**config.mk**
```make
export PLATFORM = sky130hd
export DESIGN_NAME = rst_seq_ctrl
export DESIGN_NICKNAME = d
export VERILOG_FILES = /design/src/rtl/rst_seq_pkg.sv /design/src/rtl/sync_2ff.sv /design/src/rtl/rst_seq_ctrl.sv
export SDC_FILE = /design/constraint.sdc
export NUM_CORES = 1
export LEC_CHECK = 0
export ABC_AREA = 1
export CAP_MARGIN = 20
export CORE_ASPECT_RATIO = 1.1
export CORE_MARGIN = 1
export CORE_UTILIZATION = 55
export CTS_CLUSTER_SIZE = 14
export DETAILED_ROUTE_END_ITERATION = 10
export GPL_TIMING_DRIVEN = 0
export HOLD_SLACK_MARGIN = 0.15
export PLACE_DENSITY_LB_ADDON = 0.15
export SLEW_MARGIN = 25
export SYNTH_ARGS = -nofsm -noshare
export SYNTH_HDL_FRONTEND = slang
export SYNTH_SLANG_ARGS = --single-unit
```
**constraint.sdc**
```tcl
create_clock -name clk -period 2 [get_ports clk]
set_input_delay 0.5 -clock clk [delete_from_list [all_inputs] [get_ports clk]]
set_output_delay 0.5 -clock clk [all_outputs]
set_load 0.03 [all_outputs]
```
**src/rtl/rst_seq_pkg.sv**
```systemverilog
// Shared types and constants for the reset sequencer.
package rst_seq_pkg;

  typedef enum logic [1:0] {
    ST_ASSERT    = 2'd0,
    ST_WAIT_LOCK = 2'd1,
    ST_RELEASE   = 2'd2,
    ST_RUN       = 2'd3
  } state_e;

  localparam int unsigned DEF_NUM_STAGES  = 3;
  localparam int unsigned DEF_LOCK_STABLE = 1024;
  localparam int unsigned DEF_STAGE_GAP   = 16;

  // Ceiling log2, usable in constant expressions.
  function automatic int unsigned clog2(input int unsigned v);
    int unsigned r;
    r = 0;
    while ((64'd1 << r) < 64'(v)) r = r + 1;
    return r;
  endfunction

endpackage

```
**src/rtl/sync_2ff.sv**
```systemverilog
// Two-flop synchronizer for a single level signal, async-cleared to 0.
module sync_2ff (
  input  logic clk,
  input  logic arstn,
  input  logic d,
  output logic q
);

  logic meta_q;
  logic sync_q;

  always_ff @(posedge clk or negedge arstn) begin
    if (!arstn) begin
      meta_q <= 1'b0;
      sync_q <= 1'b0;
    end else begin
      meta_q <= d;
      sync_q <= meta_q;
    end
  end

  assign q = sync_q;

endmodule

```
**src/rtl/rst_seq_ctrl.sv**
```systemverilog
// Reset sequencer: holds stage resets until PLL lock is stable, then releases
// them in ascending order spaced by STAGE_GAP; any abort re-asserts all stages.
module rst_seq_ctrl
  import rst_seq_pkg::*;
#(
  parameter int unsigned NUM_STAGES  = DEF_NUM_STAGES,
  parameter int unsigned LOCK_STABLE = DEF_LOCK_STABLE,
  parameter int unsigned STAGE_GAP   = DEF_STAGE_GAP
) (
  input  logic                  clk,
  input  logic                  arstn,
  input  logic                  pll_locked,
  input  logic                  sw_rst_req,
  output logic [NUM_STAGES-1:0] rst_out,
  output logic                  rst_done
);

  localparam int unsigned CNT_W = clog2((LOCK_STABLE > STAGE_GAP) ? LOCK_STABLE : STAGE_GAP);
  localparam int unsigned IDX_W = clog2(NUM_STAGES + 1);

  localparam logic [CNT_W-1:0] GAP_TC   = CNT_W'(STAGE_GAP - 1);
  localparam logic [CNT_W-1:0] LOCK_TC  = CNT_W'(LOCK_STABLE - 1);
  localparam logic [IDX_W-1:0] LAST_IDX = IDX_W'(NUM_STAGES - 1);

  state_e                state_q, state_d;
  logic [CNT_W-1:0]      cnt_q, cnt_d;
  logic [IDX_W-1:0]      idx_q, idx_d;
  logic [NUM_STAGES-1:0] rst_out_q, rst_out_d;
  logic                  rst_done_q, rst_done_d;
  logic                  lock_s;
  logic                  abort;

  sync_2ff u_lock_sync (
    .clk   (clk),
    .arstn (arstn),
    .d     (pll_locked),
    .q     (lock_s)
  );

  assign abort = !lock_s || sw_rst_req;

  // Next-state, shared counter and registered output decode.
  always_comb begin
    state_d    = state_q;
    cnt_d      = cnt_q;
    idx_d      = idx_q;
    rst_out_d  = rst_out_q;
    rst_done_d = rst_done_q;

    unique case (state_q)
      ST_ASSERT: begin
        rst_out_d  = '1;
        rst_done_d = 1'b0;
        if (sw_rst_req) begin
          cnt_d = '0;
        end else if (cnt_q == GAP_TC) begin
          state_d = ST_WAIT_LOCK;
          cnt_d   = '0;
        end else begin
          cnt_d = cnt_q + CNT_W'(1);
        end
      end

      ST_WAIT_LOCK: begin
        if (sw_rst_req) begin
          state_d = ST_ASSERT;
          cnt_d   = '0;
        end else if (!lock_s) begin
          cnt_d = '0;
        end else if (cnt_q == LOCK_TC) begin
          state_d = ST_RELEASE;
          cnt_d   = '0;
          idx_d   = '0;
        end else begin
          cnt_d = cnt_q + CNT_W'(1);
        end
      end

      ST_RELEASE: begin
        if (abort) begin
          state_d    = ST_ASSERT;
          cnt_d      = '0;
          idx_d      = '0;
          rst_out_d  = '1;
          rst_done_d = 1'b0;
        end else if (cnt_q == GAP_TC) begin
          cnt_d = '0;
          idx_d = idx_q + IDX_W'(1);
          for (int unsigned i = 0; i < NUM_STAGES; i++) begin
            if (idx_q == IDX_W'(i)) rst_out_d[i] = 1'b0;
          end
          if (idx_q == LAST_IDX) begin
            state_d    = ST_RUN;
            rst_done_d = 1'b1;
          end
        end else begin
          cnt_d = cnt_q + CNT_W'(1);
        end
      end

      ST_RUN: begin
        if (abort) begin
          state_d    = ST_ASSERT;
          cnt_d      = '0;
          idx_d      = '0;
          rst_out_d  = '1;
          rst_done_d = 1'b0;
        end
      end
    endcase
  end

  always_ff @(posedge clk or negedge arstn) begin
    if (!arstn) begin
      state_q    <= ST_ASSERT;
      cnt_q      <= '0;
      idx_q      <= '0;
      rst_out_q  <= '1;
      rst_done_q <= 1'b0;
    end else begin
      state_q    <= state_d;
      cnt_q      <= cnt_d;
      idx_q      <= idx_d;
      rst_out_q  <= rst_out_d;
      rst_done_q <= rst_done_d;
    end
  end

  assign rst_out  = rst_out_q;
  assign rst_done = rst_done_q;

endmodule

```
# Word-level counts from Yosys, hierarchy flattened
# Index checks and enable logic that the tools add are counted.
[word_totals]
ff_bits = 20
input_bits = 4
output_inout_bits = 4
elab_cells = 77
[classes]
addsub = 2
eq_ne = 19
n_mux = 36
n_reduce_logical = 11
[ops]
columns = ["operator", "n"]
rows = [
  ["10-bit two-way mux", 7],
  ["10-bit case mux with 4 select lines", 1],
  ["2-bit two-way mux", 14],
  ["3-bit inequality test, second input constant", 5],
  ["4-bit AND reduction", 3],
  ["10-bit by 1-bit adder with 10-bit output, second input constant", 1],
  ["10-bit == test, second input constant", 1],
  ["10-bit by 4-bit == test with 1-bit output, second input constant", 1],
  ["2-bit inequality test, second input constant", 5],
  ["3-bit two-way mux", 3],
  ["3-bit case mux with 3 select lines", 1],
  ["2-bit case mux with 4 select lines", 1],
  ["1-bit two-way mux", 7],
  ["7-bit AND reduction", 1],
  ["2-bit == test, second input constant", 3],
  ["2-bit case mux with 3 select lines", 1],
  ["6-bit AND reduction", 1],
  ["3-bit nonzero test", 2],
  ["2-bit by 1-bit == test with 1-bit output, second input constant", 2],
  ["2-bit logical NOT", 2],
  ["3-bit by 2-bit inequality test with 1-bit output, second input constant", 1],
  ["1-bit case mux with 3 select lines", 1],
  ["2-bit by 1-bit adder with 2-bit output, second input constant", 1],
  ["2-bit by 1-bit inequality test with 1-bit output, second input constant", 1],
  ["other kinds (2)", 2],
]

# Longest topological paths before layout
[depth]
ltp_word = 5
ltp_mapped = 10
depth_no_buf = 10

# By module
# From an unflattened synthesis, not the netlist that was laid out.
[hier_totals]
hier_cells = 167
area_unflattened_um2 = 1332.5
[modules_own_cells]
columns = ["module", "instances", "cells_per_inst", "area_per_inst_um2", "seq_area_each_um2"]
rows = [
  ["rst_seq_ctrl", 1, 165, 1282.5, 454.2],
  ["sync_2ff", 1, 2, 50.0, 50.0],
]

# Worst setup path before layout
# OpenSTA, ideal clock, no wires.
[synth_timing]
path_type = "flip-flop to flip-flop"
from = "register cnt_q[0]"
to = "register rst_done_q, in the netlist rst_done"
setup_time_ps = 118
arrival_ps = 1282
required_ps = 1882
path_slack_ps = 601
stages_incl_launch_ff = 9
path_buffers = 0
synth_period_minus_slack_ps = 1399
path_cell_list = "dfrtp_1 > ha_1 > nand3_4 > nor2_4 > nand2_4 > o21ai_4 > nand3_2 > nand2_1 > nand2_1"
[synth_between]
elab_chain_cells = 3
[synth_rtl]
columns = ["item", "line_no", "text"]
rows = [
  ["from (decl)", "rst_seq_ctrl.sv:26", "logic [CNT_W-1:0] cnt_q, cnt_d;"],
  ["from (signal assigned)", "rst_seq_ctrl.sv:122", "cnt_q <= cnt_d;"],
  ["10-bit by 4-bit == test with 1-bit output", "rst_seq_ctrl.sv:86", "end else if (cnt_q == GAP_TC) begin"],
  ["3-bit inequality test (no source line)", "--", ""],
  ["4-bit AND reduction (no source line)", "--", ""],
  ["to (signal assigned)", "rst_seq_ctrl.sv:125", "rst_done_q <= rst_done_d;"],
  ["to (decl)", "rst_seq_ctrl.sv:29", "logic rst_done_q, rst_done_d;"],
]
# No other way between the ends.
# A chain may end at the register's enable or synchronous reset.

# Worst setup path in the final report
[layout_timing]
from = "register rst_done_q, in the netlist rst_done"
to = "output port rst_done"
[layout_lines]
columns = ["item", "line_no", "text"]
rows = [
  ["to (decl)", "rst_seq_ctrl.sv:15", "output logic rst_done"],
]
# No word-level cell between the ends.

==> impl_results.md <==
* Status: finished, final reports clean
* First-pass GRT wire length at roughly 4500 µm
* Placed cells at roughly 210
* Final setup vio count at 0
* Final Hold Vio Count at 0
* Final wirelength at about 2600 µm
* Commonest cells in the netlist: nand2_1 (46), inv_1 (20), dfrtp_1 (17)
* Ports at 8
* FP Rows at 19
* Crit path max-delay family: buffers and inverters
* Bufs and invs on worst path at 1
* H-tree depth at 1
* Area contributors post-synth: dfrtp_1 (30%), nand2_1 (12%), ha_1 (7.8%)
* Post-synth EDFFs at 0
* Flops & latches, synth at 20
* Per-cell routed wire length at 12.0 µm
* Non-Filler Instances at between 200 and 250
* Slowest stage delay, CP at 0.67 ns
* Largest net degree at the start of global routing at 21
* CTS Buf Count at 3
* CP Launch Type: flop
* Most common cell in the netlist: nand2_1
* Clk sink count at 20
* Pins Over Slew Limit at 0
* Vias per cell at approximately 5.2
* Initial DRC count at 30
* Net Count, Synth at around 180
* Clk slew on worst S/H paths at about 0.12 ns
* Fmax at about 540 MHz
* Unrepaired setup endpoints after global routing: no
* Root cell of the clock tree: clkbuf_4
* Post-route DRC at 0
* Clock Path Buffers at 2
* Final antenna-violating net count at 0
* Area grow syn2layout at 9.49%
* Minimum clock period at between 1.5 and 2 ns
* Via count at between 1000 and 1500
* Post-route setup slack at roughly 0.16 ns
* Kind of critical path: reg2out
* Cell variety after synth at 30
* Max VDD drop at around 0.75 mV
* Dpl hpwl at between 2000 and 2500 µm
* Mapped Cells at 170
* Top FF cell, synth: dfrtp_1
* Die ar. at between 0.002 and 0.003 mm²
* CP Max Fanout at 2
* Die W at 50.7 µm
* Setup TNS at 0 ns
* Syn Area/Cell at roughly 8.5 µm²
* Vias in the first global route at between 1000 and 1500
* Crit end category: output port
* Total power draw at 1.52 mW
* WP data required at about 1.5 ns
* RD Place Congestion at between 0.8 and 0.9
* Clk_lat worst skew at ~0.30 ns
* Diodes inserted at 0
* Crit share post-route at between 90% and 100%
* Ys Warns at 0
* TritonCTS clock tree: done
* Initial antenna violation count at 0
* Share of layout cells above drive strength 1 at 24.9%
* Max transition margin at between 70% and 80%
* Die height at around 56 µm
* Maxcap violations at 0
* 1st-pass router iterations at 4
* Core area at about 0.0025 mm²
* Hold_ws at approximately 0.12 ns
* GRT Residual Overflow at 0
* Power Dens Cells at 966 mW/mm²
* FFs w/ async S/R, synth at 100%
* Critical Path, Cell by Cell: clkdlybuf4s50_1
* Starting Density at a little under three fifths
* Worst hold path class: in2async
* Nets at approximately 200
* Filler cell count in the final layout at 229
* Gr usage total at 21.2%
* Worst EP arrival at 1.34 ns
* Worst-margin pin slew at about 0.45 ns
* Synth top area share at 29.6%
* Pre-CTS setup slack at ~0.035 ns
* Slowest CP cell: clkdlybuf4s50_1
* Synth area leader: dfrtp_1
* Post-Route Skew at 0.00857 ns
* PortBufs at 7
* Sequential area share after synthesis at 35.1%
* Post-Syn Area at around 0.0014 mm²
* Pleak at 0.759 nW
-- layout by cell type (no fill, tap or decap), drive strengths merged --
| cell | netlist | layout |
|---|---|---|
| o21bai | 2 | 2 |
| buf | 0 | 1 |
| ha | 9 | 9 |
| inv | 21 | 21 |
| dlygate4sd2 | 0 | 3 |
| o21ai | 13 | 13 |
| xor2 | 3 | 3 |
| a21oi | 7 | 7 |
| clkbuf | 1 | 5 |
| nand4 | 5 | 5 |
| clkdlybuf4s50 | 0 | 3 |
| nand3b | 1 | 1 |
| nand3 | 13 | 13 |
| nor3 | 2 | 2 |
| xnor2 | 1 | 1 |
| dfrtp | 17 | 17 |
| nand2 | 56 | 56 |
| a31o | 1 | 1 |
| dfstp | 3 | 3 |
| nor2 | 15 | 15 |
-- path summary, 6_finish.rpt --
check | depth (start not counted) | slack [ns] | startpoint | end
worst max-delay path | 1 | 0.16 | rst_done | rst_done
worst max register to register | 10 | 0.39 | cnt_q[0] | cnt_q[8]
worst min-delay path | 1 | 0.12 | arstn | cnt_q[5]
min in group clk | 0 | 0.36 | u_lock_sync.meta_q | u_lock_sync.q
max in group asynchronous | 1 | 1.54 | arstn | rst_out[1]
worst min register to register | 0 | 0.36 | u_lock_sync.meta_q | u_lock_sync.q
-- cell type report --
class,count,area (µm²),share of cell area (%)
multi-input combinational,128,847,53.8
sequential,20,504,32.0
inverter,21,78.8,5.01
timing repair buffer,7,61.3,3.90
tap,31,38.8,2.46
clock buffer,4,36.3,2.31
buffer,1,7.51,0.477
-- flip-flops by register name (all words and copies together), names as in the netlist --
register and flops:
cnt_q 10, idx_q 2, rst_done 1, rst_out 3
state_q 2, u_lock_sync.meta_q 1, u_lock_sync.q 1
-- power breakdown --
part | switching (mW) | leakage [nW] | internal [mW]
Combinational | 0.477 | 0.477 | 0.260
Sequential | 0.0547 | 0.260 | 0.494
Clock | 0.125 | 0.0210 | 0.111
Total | 0.656 | 0.759 | 0.865
-- cell families after synthesis --
logic type               count (synthesis)  synth area share, %
XOR/XNOR                                 4                 2.44
AO/OA/AOI/OAI                           23                 12.5
buffers and inverters                   22                 6.01
flip-flops                              20                 35.1
adder cells (fa/ha/maj)                  9                 7.83
AND/OR/NAND/NOR                         92                 36.1
-- metal layers --
layer | share of wire (%) | track usage (%) | up-vias
met1 | 44 | 26.6 | 507
met4 | 2.0 | 7.14 | 0
met2 | 52 | 36.6 | 12
li1 | - | - | 568
met5 | 0 | 0 | -
met3 | 1.9 | 3.28 | 6
-- metrics by stage --
| stage | instance area, µm² | utilization [%] |
|---|---|---|
| 6_report | 1570 | 63.1 |
| 5_1_grt | 1570 | 63.1 |
| 4_1_cts | 1580 | 63.3 |
| 3_5_place_dp | 1550 | 62.0 |
| 3_3_place_gp | 1550 | 62.0 |
| 2_1_floorplan | 1440 | - |
-- timing repair --
item / CTS / global route
gates resized for setup: 3 / 0
setup endpoints to repair: 3 / 0
hold buffers: 0 / 0
setup buffers: 0 / 0
Note: power is estimated with default switching activity, not from simulation.
